File: config.mk
export PLATFORM = sky130hd
export DESIGN_NAME = sbox_check
export DESIGN_NICKNAME = d
export VERILOG_FILES = /design/src/rtl/sbox_check.sv
export SDC_FILE = /design/constraint.sdc
export NUM_CORES = 1
export LEC_CHECK = 0
export ABC_AREA = 1
export CAP_MARGIN = 20
export CORE_MARGIN = 2
export CORE_UTILIZATION = 45
export CTS_CLUSTER_DIAMETER = 200
export DETAILED_ROUTE_END_ITERATION = 8
export PLACE_DENSITY = 0.66
export SKIP_LAST_GASP = 1
export SYNTH_ARGS = -nofsm -noshare
export SYNTH_HDL_FRONTEND = slang
export SYNTH_SLANG_ARGS = --single-unit
File: constraint.sdc
create_clock -name clk -period 3.4 [get_ports clk]
set_clock_uncertainty 0.15 [all_clocks]
set_input_delay 1.02 -clock clk [delete_from_list [all_inputs] [get_ports clk]]
set_output_delay 1.02 -clock clk [all_outputs]
set_load 0.005 [all_outputs]
File: src/rtl/sbox_check.sv
// Sweeps the S memory once per start and checks it is either the identity
// or a permutation; reports pass, error count and first failing index.
module sbox_check #(
    parameter int N           = 256,
    parameter int W           = 8,
    parameter int CHECK_IDENT = 1
) (
    input  logic         clk,
    input  logic         rst,
    input  logic         en,
    output logic         rdy,
    output logic [W-1:0] addr,
    output logic         rden,
    input  logic [W-1:0] rddata,
    output logic         done,
    output logic         pass,
    output logic [W:0]   err_count,
    output logic [W-1:0] fail_addr
);

    typedef enum logic [1:0] {
        S_IDLE,
        S_READ,
        S_DRAIN,
        S_DONE
    } state_t;

    localparam logic [W-1:0] LAST_ADDR = W'(N - 1);

    state_t            state;
    logic [W-1:0]      idx_q;
    logic              chk_v;
    logic [2**W-1:0]   seen;
    logic              fail;
    logic [W:0]        err_next;

    // NOTE: every signal driven here gets a default first so no latch is inferred.
    always_comb begin
        fail = 1'b0;
        if (chk_v) begin
            if (CHECK_IDENT != 0)
                fail = (rddata != idx_q);
            else
                fail = (int'(rddata) >= N) || seen[rddata];
        end
        err_next = err_count + {{W{1'b0}}, fail};
    end

    // NOTE: sequential state uses non-blocking assignments only, so every
    // right-hand side below sees the values from before this clock edge.
    always_ff @(posedge clk or posedge rst) begin
        if (rst) begin
            state     <= S_IDLE;
            rdy       <= 1'b1;
            addr      <= '0;
            rden      <= 1'b0;
            done      <= 1'b0;
            pass      <= 1'b0;
            err_count <= '0;
            fail_addr <= '0;
            idx_q     <= '0;
            chk_v     <= 1'b0;
            // NOTE: the seen bitmap is a flop array, not a RAM, so it can and
            // must be cleared by reset to avoid stale bits leaking into a run.
            seen      <= '0;
        end else begin
            idx_q <= addr;
            chk_v <= rden;
            done  <= 1'b0;

            // Check stage runs one cycle behind the read address.
            if (chk_v) begin
                err_count <= err_next;
                if (fail && err_count == '0)
                    fail_addr <= idx_q;
                if (CHECK_IDENT == 0 && int'(rddata) < N)
                    seen[rddata] <= 1'b1;
            end

            case (state)
                S_IDLE: begin
                    if (en) begin
                        state     <= S_READ;
                        rdy       <= 1'b0;
                        rden      <= 1'b1;
                        addr      <= '0;
                        err_count <= '0;
                        fail_addr <= '0;
                        pass      <= 1'b0;
                        seen      <= '0;
                    end
                end
                S_READ: begin
                    if (addr == LAST_ADDR) begin
                        state <= S_DRAIN;
                        rden  <= 1'b0;
                    end else begin
                        addr <= addr + 1'b1;
                    end
                end
                S_DRAIN: begin
                    // Last index is checked this cycle, so pass uses err_next.
                    state <= S_DONE;
                    done  <= 1'b1;
                    pass  <= (err_next == '0);
                end
                S_DONE: begin
                    state <= S_IDLE;
                    rdy   <= 1'b1;
                end
                default: begin
                    state <= S_IDLE;
                    rdy   <= 1'b1;
                    rden  <= 1'b0;
                end
            endcase
        end
    end

endmodule

### Word level (Yosys, flattened, before mapping)

Cells that the tools add are included.

| cells by class | value |
|---|---|
| add/sub/neg operators | 2 |
| equality and inequality tests | 8 |
| mux-type cells | 21 |
| reduce and logical (&&, ||, !) cells | 12 |

Operators by type and width:

| operator | number |
|---|---|
| $mux W8 | 6 |
| $mux W9 | 3 |
| $logic_not A9 Y1 | 2 |
| $pmux W8 S2 | 1 |
| $add A9 B1 Y9 | 1 |
| $add A8 B1 Y8 const B | 1 |
| $eq A8 B8 Y1 const B | 1 |
| $ne A8 B8 Y1 | 1 |
| $pmux W2 S4 | 1 |
| $ne A2 B2 Y1 const B | 3 |
| $pmux W1 S2 | 3 |
| $reduce_and A2 Y1 | 3 |
| $reduce_and A3 Y1 | 2 |
| $reduce_bool A2 Y1 | 3 |
| $mux W1 | 5 |
| $eq A2 B2 Y1 const B | 2 |
| $mux W2 | 2 |
| $eq A2 B1 Y1 const B | 1 |
| $logic_not A2 Y1 | 1 |
| $logic_and A1 B1 Y1 | 1 |

| word-level totals | value |
|---|---|
| register bits after elaboration | 40 |
| output and inout port bits | 29 |

### Longest topological paths before layout

Gate-level depths: netlist (run 1).

| logic depth | value |
|---|---|
| word-level depth | 7 |
| mapped depth | 15 |

### Least setup slack after synthesis (run 1)

Ideal clock, no wire load.

| timing | value |
|---|---|
| path kind | input-to-reg |
| start | input port rddata[4] |
| end | register pass |
| data arrival time | 2,427 ps |
| setup slack | 706 ps |
| cell stages on the path | 13 |
| cell sequence | xnor2_1 > nand2_1 > nor2_1 > a21oi_1 > ha_1 > ha_1 > nand3_1 > nor2_2 > nand3_1 > xor2_1 > inv_1 > nand3_1 > nand2_1 |

| on the way | value |
|---|---|
| word-level cells in the longest chain between the ends | 5 |

Ends and longest elaborated chain:

| item | line | text |
|---|---|---|
| start, declared | 14 | `input logic [W-1:0] rddata,` |
| $ne A8 B8 Y1 | 42 | `fail = (rddata != idx_q);` |
| $mux W1 | 40 | `if (chk_v) begin` |
| $add A9 B1 Y9 | 46 | `err_next = err_count + {{W{1'b0}}, fail};` |
| $logic_not A9 Y1 | 105 | `pass <= (err_next == '0);` |
| $pmux W1 S2 | 80 | `case (state)` |
| end signal, assigned | 105 |  |
| end, declared | 16 | `output logic pass,` |

No other way between the ends.
A chain may end at the register's enable or synchronous reset.

### Worst setup path in the final report (run 1)

| timing | value |
|---|---|
| start | input port rddata[1] |
| end | register pass |

The elaborated chain is that of the path after synthesis.

==> results of run 1 <==
-- cell type report --
cell class                      instances  area, um^2  area share
Sequential cell                        40        1002      0.3570
Tap cell                               67       83.83     0.02986
Multi-Input combinational cell        169       959.7      0.3418
Clock inverter                          2       60.06     0.02139
Timing Repair Buffer                   42       412.9      0.1471
Inverter                               57       216.5     0.07709
Clock buffer                            6       72.57     0.02585
-- metrics by stage --
stage                     instance area (um^2)    util
final                                     2808  0.5944
after global routing                      2808  0.5944
after CTS                                 2808  0.5944
after detailed placement                  2675  0.5664
after global placement                    2675  0.5664
after floorplan                           2195       -
-- worst reg2reg max path, delay by kind of cell (launching register included) --
kind	cells	cell delay, ps
and+or+nand+nor	7	660
adders and majority gates	2	440
DFF	1	390
xor gates and xnor gates	2	340
AOI/OAI and AO/OA	1	100
buffers and inverters	1	60
-- kinds of logic (layout without fill, tap and decap cells) --
kind of cell             count (synthesis)  count (layout)  synth area share
flip-flops                              40              40            0.4567
AO/OA/AOI/OAI                           28              28           0.07412
buffers and inverters                   61             107            0.1060
XOR/XNOR                                16              16           0.06386
adder cells (fa/ha/maj)                  7               7           0.03991
AND/OR/NAND/NOR                        118             118            0.2594
-- metal layers --
metal | share of wire | vias up | global-route usage
met5 | 0 | - | 0
met4 | 0.011 | 0 | 0.06465
met3 | 0.045 | 6 | 0.04801
met2 | 0.46 | 41 | 0.2907
met1 | 0.49 | 813 | 0.2452
li1 | - | 932 | -
-- worst paths after layout --
path                       cells after the start                from                     end  slack [ps]
max                                           16           rddata[1]        pass$_DFFE_PP0P_         330
min                                            0    rden$_DFFE_PP0P_         chk_v$_DFF_PP0_         290
max reg2reg                                   13  idx_q[7]$_DFF_PP0_        pass$_DFFE_PP0P_        1130
min reg2reg                                    0    rden$_DFFE_PP0P_         chk_v$_DFF_PP0_         290
max in group asynchronous                      3                 rst  fail_addr[4]$_DFF_PP0_        1750
min in group asynchronous                      3                 rst          done$_DFF_PP0_         990
-- flip-flops by register name (all words and copies together), names as in the netlist --
signal / flops
err_count: 9
state: 2
fail_addr: 8
rdy: 1
chk_v: 1
done: 1
idx_q: 8
pass: 1
addr: 8
rden: 1
-- Yosys cell counts, drive strengths merged, types with 2 or more instances --
master  instances  area, um^2
nand2          62       271.5
inv            57       216.5
dfrtp          39       975.9
nor2           25       106.4
nand3          12       65.06
nand4          12       75.07
o21ai          12       67.56
a21oi          10       50.05
xor2            9       78.83
ha              7       87.58
xnor2           7       61.31
nor3            5       36.29
o211ai          3       22.52
buf             2       8.750
clkbuf          2       7.510
nand3b          2       15.01
-- where the power goes --
group	leakage, nW	switching (mW)	internal [mW]
registers	0.526	0.140	0.617
logic	0.789	0.534	0.445
clock network	0.0654	0.165	0.293
total	1.38	0.839	1.36
==> results_dict.tcl, run 1 <==
set metrics [dict create \
    status "complete, no violations" \
    cts_root_buffer "clkbuf_8" \
    cpPeakStageDelay_ps 490 \
    die_w_um 73.84 \
    layout_min_cycle_time_ps 3070 \
    die-area_um2 5452 \
    ctsHoldBuffers 0 \
    avgViaCountPerCell 4.679 \
    p_per_area_nw_per_um2 781.6 \
    peakVddDrop_uv 486.0 \
    start_util 0.4646 \
    tns_ps 0 \
    drive_gt1_frac 0.09494 \
    drc 0 \
    cp_cell_sequence "clkdlybuf4s50_1 > inv_1 > nand2_1 > nand2_1 > nand2_1 > nor2_1 > a21oi_1 > ha_1 > ha_1 > nand3_1 > nor2_2 > nand3_1 > xor2_1 > inv_1 > nand3_1 > nand2_1" \
    ys_seq_elements 40 \
    crit_family "simple AND/OR/NAND/NOR gates" \
    required_ps 3430 \
    portBuffers 39 \
    synth_edf_count 0 \
    grt_usage 0.1844 \
    drt_first_pass_iters 4 \
    place_congestion 0.8716 \
    netlist_instances 270 \
    cts.sinks 40 \
    htree_levels 2 \
    leakage_nw 1.380 \
    vias 1792 \
    end_kind "register" \
    dpl.cell_count 375 \
    crit_slowest_cell "clkdlybuf4s50_1" \
    clk_latency_ps 290 \
    fin_crit_sh 0.9029 \
    worst-path-buf-inv 3 \
    antenna_cells 0 \
    path_class "in2reg" \
    grt_pass1_wl_um 7659 \
    synth.net_count 288 \
    holdWs_ps 290.3 \
    final_cell_mix "nand2_1, inv_1, dfrtp_1, clkdlybuf4s50_1, nor2_1" \
    grt_overflow_total 0 \
    drt_first_iter_violations 135 \
    die-height_um 73.84 \
    boundaryPins 40 \
    final-hold-violation-count 0 \
    max_cap_violations 0 \
    core-area_um2 4723 \
    synth_area_per_cell_um2 8.128 \
    dp_worst_setup_slack_ps 42.86 \
    worst_pin_slew_ps 508.2 \
    grt_pass1_vias 1648 \
    rsz0062_at_grt "false" \
    cts_buffer_depth 2 \
    slew_viol_final 0 \
    clk_pin_slew_ps 80 \
    layout_commonest_cell "nand2_1" \
    ys_types 32 \
    routed_wl_um 4472 \
    ys_seq_area_frac 0.4567 \
    finalPower_mw 2.195 \
    worstPathMaxFanout 3 \
    hold_path_class "reg2reg" \
    ys.flop_type "dfrtp_1" \
    grt_start_max_net_pins 41 \
    relSlewSlack 0.6612 \
    cpMostUsedCell "nand2_1" \
    wire_per_inst_um 11.68 \
    post-dp-hpwl_um 3282 \
    synthArstFlopShare 1.000 \
    nets 333 \
    cts_tree "done" \
    ys.warnings.count 0 \
    post_cts_buffers 0 \
    worst_slack_ps 330.3 \
    cts_resized 0 \
    fill_cells 451 \
    antenna_found_initial 0 \
    timing.fmax_ghz 0.3258 \
    postRouteAntennaNets 0 \
    syn_area_um2 2195 \
    area_growth_pct 27.94 \
    start_kind "input port" \
    arrival_ps 3100 \
    cts_buffers 5 \
    rows 25 \
    final_cells 383 \
    finalSetupViolations 0 \
]
No activity file was read; power rests on OpenSTA's default activity.
==> run 2: changes to the inputs <==
--- a/config.mk
+++ b/config.mk
@@ -7,7 +7,7 @@
 export LEC_CHECK = 0
 export ABC_AREA = 1
 export CAP_MARGIN = 20
-export CORE_MARGIN = 2
+export CORE_MARGIN = 1
 export CORE_UTILIZATION = 45
 export CTS_CLUSTER_DIAMETER = 200
 export DETAILED_ROUTE_END_ITERATION = 8
==> run 2 against run 1 <==
  * Power shrank 6.2%
  * Routed wire length down 1.7%
  * Cell count decreased by 3.7%
  * Sequential cell count unchanged
  * Combinational power decreased by 3.3%
  * Global-route usage is 1.2 points higher
  * Critical path depth unchanged
  * Sequential power rose by 3.4%
  * Count of clock-buffer cells in the layout is 1 higher
  * First-iteration DRC count down 31%
  * Setup slack lost 18 ps
  * Hold slack worse by 26 ps
==> results_dict.tcl, run 2 (synthesis results as in run 1) <==
set metrics [dict create \
    path_class "in2reg" \
    core-area_um2 4692 \
    dpl.cell_count 361 \
    clk_pin_slew_ps 80 \
    drive_gt1_frac 0.09206 \
    cts_tree "done" \
    cts_root_buffer "clkbuf_8" \
    grt_overflow_total 0 \
    worstPathMaxFanout 3 \
    routed_wl_um 4394 \
    cts_resized 0 \
    avgViaCountPerCell 4.867 \
    die-area_um2 5160 \
    grt_usage 0.1960 \
    cts.sinks 40 \
    drc 0 \
    wire_per_inst_um 11.91 \
    final_cell_mix "nand2_1, inv_1, dfrtp_1, clkdlybuf4s50_1, nor2_1" \
    grt_pass1_vias 1709 \
    relSlewSlack 0.6402 \
    layout_commonest_cell "nand2_1" \
    rows 25 \
    rsz0062_at_grt "false" \
    finalPower_mw 2.059 \
    end_kind "register" \
    vias 1796 \
    antenna_cells 0 \
    ctsHoldBuffers 0 \
    htree_levels 2 \
    post_cts_buffers 0 \
    nets 332 \
    start_kind "input port" \
    fin_crit_sh 0.9080 \
    place_congestion 0.8977 \
    grt_start_max_net_pins 41 \
    max_cap_violations 0 \
    die_w_um 71.84 \
    slew_viol_final 0 \
    area_growth_pct 25.09 \
    clk_latency_ps 290 \
    tns_ps 0 \
    required_ps 3440 \
    final_cells 369 \
    start_util 0.4677 \
    worst_slack_ps 312.7 \
    boundaryPins 40 \
    drt_first_pass_iters 4 \
    cts_buffers 5 \
    hold_path_class "reg2reg" \
    timing.fmax_ghz 0.3239 \
    postRouteAntennaNets 0 \
    portBuffers 39 \
    peakVddDrop_uv 571.6 \
    worst_pin_slew_ps 539.7 \
    p_per_area_nw_per_um2 750.0 \
    regMostFlops "err_count" \
    final-hold-violation-count 0 \
    post-dp-hpwl_um 3247 \
    die-height_um 71.84 \
    arrival_ps 3120 \
    layout_min_cycle_time_ps 3087 \
    antenna_found_initial 0 \
    leakage_nw 1.354 \
    largest_reg_flops 9 \
    drt_first_iter_violations 93 \
    finalSetupViolations 0 \
    cts_buffer_depth 2 \
    status "complete, no violations" \
    grt_pass1_wl_um 7755 \
    dp_worst_setup_slack_ps 34.34 \
]
[run 2: report_power, final]
group	total, mW	switching, mW	internal [mW]
clock	0.328	0.163	0.165
sequential	0.783	0.167	0.617
combinational	0.948	0.510	0.438
[run 2: final timing paths]
path,from,end,slack (ps),cells after the start
setup / recovery,rddata[1],pass$_DFFE_PP0P_,310,16
hold / removal,rden$_DFFE_PP0P_,chk_v$_DFF_PP0_,260,0
setup reg to reg,chk_v$_DFF_PP0_,pass$_DFFE_PP0P_,740,11
hold reg to reg,rden$_DFFE_PP0P_,chk_v$_DFF_PP0_,260,0
max in group asynchronous,rst,rdy$_DFFE_PP1P_,1760,3
min in group asynchronous,rst,done$_DFF_PP0_,990,3
[run 2: routing by layer]
layer	global-route usage	part of all wire	vias up	wire length [um]
li1	-	-	930	-
met1	0.2596	0.48	811	2088
met2	0.3113	0.46	48	2022
met3	0.04641	0.046	7	200
met4	0.07843	0.019	0	82
met5	0	0	-	0
[run 2: worst max-delay path, cell delays in order]
cell and delay (ps):
clkdlybuf4s50_1 510, inv_1 50, nand2_1 50, nand2_1 40, nand2_1 50, nor2_1 60, a21oi_1 150, ha_1 210
ha_1 190, nand3_1 130, nor2_2 160, nand3_1 100, xor2_1 200, inv_1 70, nand3_1 80, nand2_1 50
[run 2: stage by stage]
step | hold slack [ps] | utilization | area, um^2
floorplan | 246.4 | - | 2195
global placement | 247.1 | 0.5651 | 2651
detailed placement | 243.2 | 0.5651 | 2651
CTS | 265.4 | 0.5851 | 2745
global route | 278.4 | 0.5851 | 2745
finish | 264.2 | 0.5851 | 2745
[run 2: layout make-up]
cell class | instances | area [um^2]
timing repair buffer | 41 | 405.4
clock inverter | 1 | 7.507
tap | 54 | 67.56
inverter | 57 | 216.5
clock buffer | 7 | 86.33
multi-input combinational | 169 | 959.7
sequential | 40 | 1002
fill | 451 | 1947
